==> config.mk <==
export PLATFORM = sky130hd
export DESIGN_NAME = mover_derecha_serial
export DESIGN_NICKNAME = d
export VERILOG_FILES = /design/src/rtl/mover_derecha_serial.sv
export SDC_FILE = /design/constraint.sdc
export NUM_CORES = 1
export LEC_CHECK = 0
export CELL_PAD_IN_SITES_DETAIL_PLACEMENT = 2
export CELL_PAD_IN_SITES_GLOBAL_PLACEMENT = 2
export CORE_MARGIN = 3
export CORE_UTILIZATION = 30
export CTS_CLUSTER_DIAMETER = 120
export DETAILED_ROUTE_END_ITERATION = 7
export PLACE_DENSITY_LB_ADDON = 0.08
export SYNTH_ARGS = -nofsm -noshare
export SYNTH_HDL_FRONTEND = slang
export SYNTH_SLANG_ARGS = --single-unit
export TNS_END_PERCENT = 20
==> constraint.sdc <==
create_clock -name clk -period 2.1 [get_ports clk]
set_clock_uncertainty 0.2 [all_clocks]
set_input_delay 0.315 -clock clk [delete_from_list [all_inputs] [get_ports clk]]
set_output_delay 0.315 -clock clk [all_outputs]
set_load 0.02 [all_outputs]
==> src/rtl/mover_derecha_serial.sv <==
// Sequential right shifter: shifts the captured operand one bit per clock,
// with zero or sign fill, behind a start/busy/done handshake.
module mover_derecha_serial #(
    parameter int WIDTH = 10,
    parameter int SHW   = 4
) (
    input  logic             clk,
    input  logic             reset,
    input  logic             START,
    input  logic [WIDTH-1:0] SUM_REST,
    input  logic [SHW-1:0]   shiftR,
    input  logic             ARIT,
    output logic             BUSY,
    output logic             DONE,
    output logic [WIDTH-1:0] DERECHA
);
    typedef enum logic [1:0] {IDLE, SHIFT, FIN} state_t;

    // Amounts past the operand width all produce a fully filled word.
    localparam logic [SHW-1:0] CMAX = SHW'(WIDTH);

    state_t           state;
    logic [WIDTH-1:0] w;
    logic [SHW-1:0]   cnt;
    logic             f;

    always_ff @(posedge clk) begin
        if (reset) begin
            state   <= IDLE;
            w       <= '0;
            cnt     <= '0;
            f       <= 1'b0;
            DERECHA <= '0;
            BUSY    <= 1'b0;
            DONE    <= 1'b0;
        end else begin
            case (state)
                IDLE: begin
                    if (START) begin
                        w     <= SUM_REST;
                        cnt   <= (shiftR > CMAX) ? CMAX : shiftR;
                        f     <= ARIT & SUM_REST[WIDTH-1];
                        state <= SHIFT;
                        BUSY  <= 1'b1;
                    end
                end
                SHIFT: begin
                    if (cnt != '0) begin
                        w   <= {f, w[WIDTH-1:1]};
                        cnt <= cnt - 1'b1;
                    end else begin
                        DERECHA <= w;
                        state   <= FIN;
                        DONE    <= 1'b1;
                    end
                end
                FIN: begin
                    state <= IDLE;
                    DONE  <= 1'b0;
                    BUSY  <= 1'b0;
                end
                default: begin
                    state <= IDLE;
                    DONE  <= 1'b0;
                    BUSY  <= 1'b0;
                end
            endcase
        end
    end
endmodule

==> results.toml, run 1 <==
[worst_setup_path]
worst_ep_required_time_ns = 2.09
cp_num_buf_inv = 2
crit_cells = 7
arrival_ns = 1.93
rrSetupSlack_ns = 0.16
worstReg2RegStart = "cnt[0]$_SDFFE_PP0P_"
cpLargestDelayFamily = "simple AND/OR/NAND/NOR gates"
path_max_fanout = 20
path_cells = "inv_1 > ha_1 > and4bb_4 > nor3_4 > buf_12 > nor2_1 > a211oi_1"
critPathKind = "reg2reg"
r2r-end = "w[3]$_SDFFE_PP0P_"
cp_slowest_cell = "dfxtp_1"
ff2ff_path_depth = 7
cp-end-kind = "register"
critPathLaunchType = "register"
slowest_delay_ns = 0.39

[global_route]
grt_max_degree = 21
antenna_found_initial = 0
grt_usage_pct = 15.2
grt_pass1_wl_um = 5880
grt_pass1_vias = 1197
overflow = 0

[synth]
netlist.area_leader.share_pct = 46.0
ys_top_cells_by_count = "29 x dfxtp_1, 19 x nor2_1, 13 x mux2i_1"
synth.yosys.seq_area_share_pct = 46.0
synth_cells = 123
synth_area_leader_cell = "dfxtp_1"
yosys_warnings = 0
synth_edf_count = 0
synth_cell_types = 29
async_flop_share_pct = 0
yosysMostFrequentCell = "dfxtp_1"
synth_fp_nets = 142
syn_area_per_cell_um2 = 10.3
synth.area.top_cells = "dfxtp_1 46%, mux2i_1 10%, a211oi_2 6.9%"
synth_ff_type = "dfxtp_1"
ys_seq_elements = 29
syn_area_mm2 = 0.00126

[drt]
ant_nets = 0
wl_um = 3560
first_pass_iters = 3
viasPerCell = 5.15
vias = 1067
drc_errors = 0
wl_per_cell_um = 17.2
drtIter0Drc = 34

[clock_tree]
cts_root_buf = "clkbuf_8"
cts_tree = "done"
hold_buffers = 0
cts_buffers = 5
cts_sinks = 29
clk_path_buf_depth = 2
clock_latency_ns = 0.28
ctsHtreeMaxLevel = 2
cts_setup_buffers = 0
cts.repair.resized = 0
path_clk_slew_ns = 0.06

[timing]
fmax_ghz = 0.515
period_share_pct = 92.4
rsz0062_at_grt = "false"
whs_ns = 0.283
setup_viol = 0
tightest_slew_ns = 0.434
period_minus_slack_ns = 1.94
slew_violations = 0
setup_tns_ns = 0
hold_violations = 0
slew_headroom_pct = 71.0
layout_setup_ws_ns = 0.159

[final_layout]
antenna-diode-count = 0
final_util_pct = 45.1
syn_to_final_growth_pct = 37.7
final_net_count = 177
finalInstanceArea_mm2 = 0.00174
drive_gt1_share_pct = 16.4

[place]
dpl_cell_area_mm2 = 0.00162
dp_hpwl_um = 2510
dp_slack_ns = 0.126
io_buffers = 29
gp_congestion = 0.771

[min_path]
hp-start = "DERECHA[6]$_SDFFE_PP0P_"
hold_depth = 1
hold_path_class = "reg2reg"
min_to = "DERECHA[6]$_SDFFE_PP0P_"

[power_and_ir_drop]
irDropWorstVdd_mv = 0.489
power_density_mw_per_mm2 = 1030
power_leakage_nw = 0.698

[floorplan]
coreArea_mm2 = 0.00385
boundaryPins = 30
dieWidth_um = 70.9
rows = 22
start_util_pct = 32.8
fp.dieH_um = 70.9
dieArea_mm2 = 0.00502

[job]
cap_violations = 0

[status]
status = "finished clean"
cells in the final DEF (no fill, tap or decap), types with 2 or more instances in the layout:
master | netlist | final
a211oi_2 | 7 | 7
nor3_1 | 3 | 3
a21oi_1 | 8 | 8
o41ai_1 | 2 | 2
nand2_1 | 3 | 3
o21ai_1 | 2 | 2
inv_1 | 3 | 3
buf_4 | 2 | 5
a211oi_1 | 3 | 3
clkbuf_8 | 0 | 6
nand2b_1 | 3 | 3
a22o_1 | 9 | 9
nor2_1 | 19 | 18
dfxtp_1 | 29 | 29
mux2i_1 | 13 | 13
clkdlybuf4s50_1 | 0 | 29
state kept, by name, summed over array words and instances, names as in the netlist:
signal   flops
DERECHA     10
w           10
cnt          4
state        2
BUSY         1
DONE         1
f            1
final cells by class:
| type | instances | area [um^2] |
|---|---|---|
| inverter | 3 | 11.3 |
| sequential | 29 | 581 |
| clock inverter | 1 | 30.0 |
| timing repair buffer | 35 | 348 |
| clock buffer | 7 | 86.3 |
| fill | 438 | 2120 |
| multi-input combinational | 84 | 622 |
| tap | 48 | 60.1 |
power breakdown:
| part | leakage [nW] | switching, mW | internal, mW | total (mW) |
|---|---|---|---|---|
| clock | 0.0585 | 0.212 | 0.386 | 0.598 |
| sequential | 0.238 | 0.0681 | 0.630 | 0.699 |
| combinational | 0.401 | 0.257 | 0.235 | 0.492 |
| total | 0.698 | 0.537 | 1.25 | 1.79 |
worst max path at each step:
stage / to / slack (ns) / start
after floorplan: w[1]$_SDFFE_PP0P_ / 0.34 / cnt[0]$_SDFFE_PP0P_
final: w[3]$_SDFFE_PP0P_ / 0.16 / cnt[0]$_SDFFE_PP0P_
after global placement: DERECHA[9]$_SDFFE_PP0P_ / 0.21 / cnt[0]$_SDFFE_PP0P_
after detailed placement: DERECHA[8]$_SDFFE_PP0P_ / 0.13 / cnt[0]$_SDFFE_PP0P_
after CTS: DERECHA[7]$_SDFFE_PP0P_ / 0.09 / cnt[0]$_SDFFE_PP0P_
after global routing: w[3]$_SDFFE_PP0P_ / 0.04 / cnt[0]$_SDFFE_PP0P_
per-stage QoR:
step | std cells | total power [mW]
after floorplan | 123 | 1.03
after detailed placement | 199 | 1.20
final | 207 | 1.79
after global placement | 199 | 1.18
after global routing | 207 | 1.89
after CTS | 207 | 1.82
routing by layer:
metal / GRT usage, % / vias up / wire length [um] / part of all wire [%]
met5: 0 / - / 0 / 0
met3: 5.26 / 6 / 147 / 4.1
met4: 3.76 / 0 / 51 / 1.4
met1: 16.3 / 522 / 1490 / 42
li1: - / 517 / - / -
met2: 28.4 / 22 / 1880 / 53
cell families (layout without fill, tap and decap cells):
kind of cell | count (synthesis) | count (layout) | synth area share, %
compound gates | 32 | 32 | 20.7
fa+ha+maj | 1 | 1 | 0.991
buf+inv | 10 | 46 | 4.95
flops | 29 | 29 | 46.0
mux | 13 | 13 | 10.3
simple gates | 38 | 38 | 17.0
Power figures use the tool's default switching activity.
==> inputs of run 2 (changes only) <==
==> constraint.sdc (replaced) <==
create_clock -name clk -period 2.1 [get_ports clk]
set_clock_uncertainty 0.2 [all_clocks]
set_input_delay 0.21 -clock clk [delete_from_list [all_inputs] [get_ports clk]]
set_output_delay 0.21 -clock clk [all_outputs]
set_load 0.02 [all_outputs]
==> run 2 against run 1 <==
Effect of this change:
- critical path depth unchanged
- hold slack worse by 0.0072 ns
- global-route usage is 0.48 points lower
- die area did not move
- clock-buffer cell count is the same
- power down 4.7%
- first-iteration DRC count grew 53%
- clock power is 15% lower
- sequential cell count stayed put
- maximum frequency rose by 1.9%
- largest cell class unchanged
- combinational power up 2%
==> results.toml, run 2 (synthesis gave the netlist of run 1 again) <==
[worst_setup_path]
critPathKind = "reg2reg"
critPathLaunchType = "register"
path_cells = "inv_1 > ha_1 > and4bb_4 > nor3_4 > buf_12 > nor2_1 > a211oi_2"
cp_slowest_cell = "dfxtp_1"
cp_num_buf_inv = 2
arrival_ns = 1.90
rrSetupSlack_ns = 0.20
cpLargestDelayFamily = "simple AND/OR/NAND/NOR gates"
cp-end-kind = "register"
worst_ep_required_time_ns = 2.10
slowest_delay_ns = 0.37
path_max_fanout = 20

[power_and_ir_drop]
p_total_mw = 1.70
irDropWorstVdd_mv = 0.397
power_leakage_nw = 0.704
power_density_mw_per_mm2 = 981

[global_route]
grt_pass1_vias = 1160
grt_usage_pct = 14.8
grt_max_degree = 21
antenna_found_initial = 0
grt_pass1_wl_um = 5760
overflow = 0

[clock_tree]
clk_path_buf_depth = 2
cts_sinks = 29
ctsHtreeMaxLevel = 2
clock_latency_ns = 0.28
cts_buffers = 5
cts_tree = "done"
path_clk_slew_ns = 0.06
cts_root_buf = "clkbuf_8"

[final_layout]
fillers = 414
fin_cells = 209
biggestRegsByFlops = "DERECHA x10, w x10, cnt x4"
final_cell_mix = "29 x dfxtp_1, 29 x clkdlybuf4s50_1, 18 x nor2_1"
drive_gt1_share_pct = 18.0
antenna-diode-count = 0
finalInstanceArea_mm2 = 0.00174
final_net_count = 179
syn_to_final_growth_pct = 37.7

[drt]
drc_errors = 0
wl_um = 3500
first_pass_iters = 2
vias = 1064
ant_nets = 0
drtIter0Drc = 52
viasPerCell = 5.09
wl_per_cell_um = 16.7

[place]
dp_slack_ns = 0.0840
dp_hpwl_um = 2550
dpl_cell_area_mm2 = 0.00162
place_inst = 199
gp_congestion = 0.790
io_buffers = 29

[timing]
setup_viol = 0
slew_headroom_pct = 70.3
hold_violations = 0
rsz0062_at_grt = "false"
layout_setup_ws_ns = 0.196
fmax_ghz = 0.525
setup_tns_ns = 0
slew_violations = 0
period_share_pct = 90.7
period_minus_slack_ns = 1.90
tightest_slew_ns = 0.444

[floorplan]
dieArea_mm2 = 0.00502
start_util_pct = 32.8
dieWidth_um = 70.9
boundaryPins = 30
coreArea_mm2 = 0.00385
rows = 22
fp.dieH_um = 70.9

[min_path]
hold_path_class = "reg2reg"

[job]
cap_violations = 0

[status]
status = "finished clean"
## run 2: area by class of cell
cell class,instances,area [um^2],share of cell area (%)
inverters,3,11.3,0.648
multi-input cells,84,622,35.8
clock buffers,7,96.3,5.54
clock inverters,1,5.00,0.288
repair buffers,37,363,20.9
flip-flops and latches,29,581,33.4
well taps,48,60.1,3.46
## run 2: worst paths after layout
kind	from	depth (start not counted)	end
max reg2reg	cnt[0]$_SDFFE_PP0P_	7	w[8]$_SDFFE_PP0P_
min	DERECHA[0]$_SDFFE_PP0P_	2	DERECHA[0]$_SDFFE_PP0P_
max	cnt[0]$_SDFFE_PP0P_	7	w[8]$_SDFFE_PP0P_
min reg2reg	DERECHA[0]$_SDFFE_PP0P_	2	DERECHA[0]$_SDFFE_PP0P_
## run 2: worst reg2reg max path, cell delays in order (launching register included)
cell and delay, ns:
dfxtp_1 0.37, inv_1 0.06, ha_1 0.24, and4bb_4 0.24, nor3_4 0.26, buf_12 0.20, nor2_1 0.06, a211oi_2 0.19
## run 2: repair_timing
| item | in CTS | in global routing |
|---|---|---|
| gates resized for setup | 0 | 1 |
| hold buffers | 0 | 0 |
| endpoints found under the setup margin | 0 | 18 |
| buffers inserted | 0 | 2 |
## run 2: power breakdown
group          leakage (nW)  switching (mW)  internal, mW
Sequential            0.238          0.0643         0.630
Combinational         0.412           0.257         0.243
Clock                0.0542           0.214         0.296
## run 2: stage by stage
stage                     hold WS (ns)  util [%]
after floorplan                  0.104         -
after global placement           0.244      42.0
after detailed placement         0.271      42.0
after CTS                        0.286      44.6
after global routing             0.292      45.1
final                            0.276      45.1
## run 2: routing by layer
| layer | part of all wire, % | GRT usage [%] | up-vias |
|---|---|---|---|
| met4 | 1.7 | 6.26 | 0 |
| li1 | - | - | 520 |
| met1 | 40 | 15.5 | 516 |
| met3 | 4.3 | 4.40 | 7 |
| met5 | 0 | 0 | - |
| met2 | 54 | 27.1 | 21 |
==> inputs of run 3 (changes only) <==
Settings changed: CAP_MARGIN set to 20, SLEW_MARGIN set to 30.
==> results of run 3 <==
The final DEF is identical to that of run 2; final timing and power are the same.
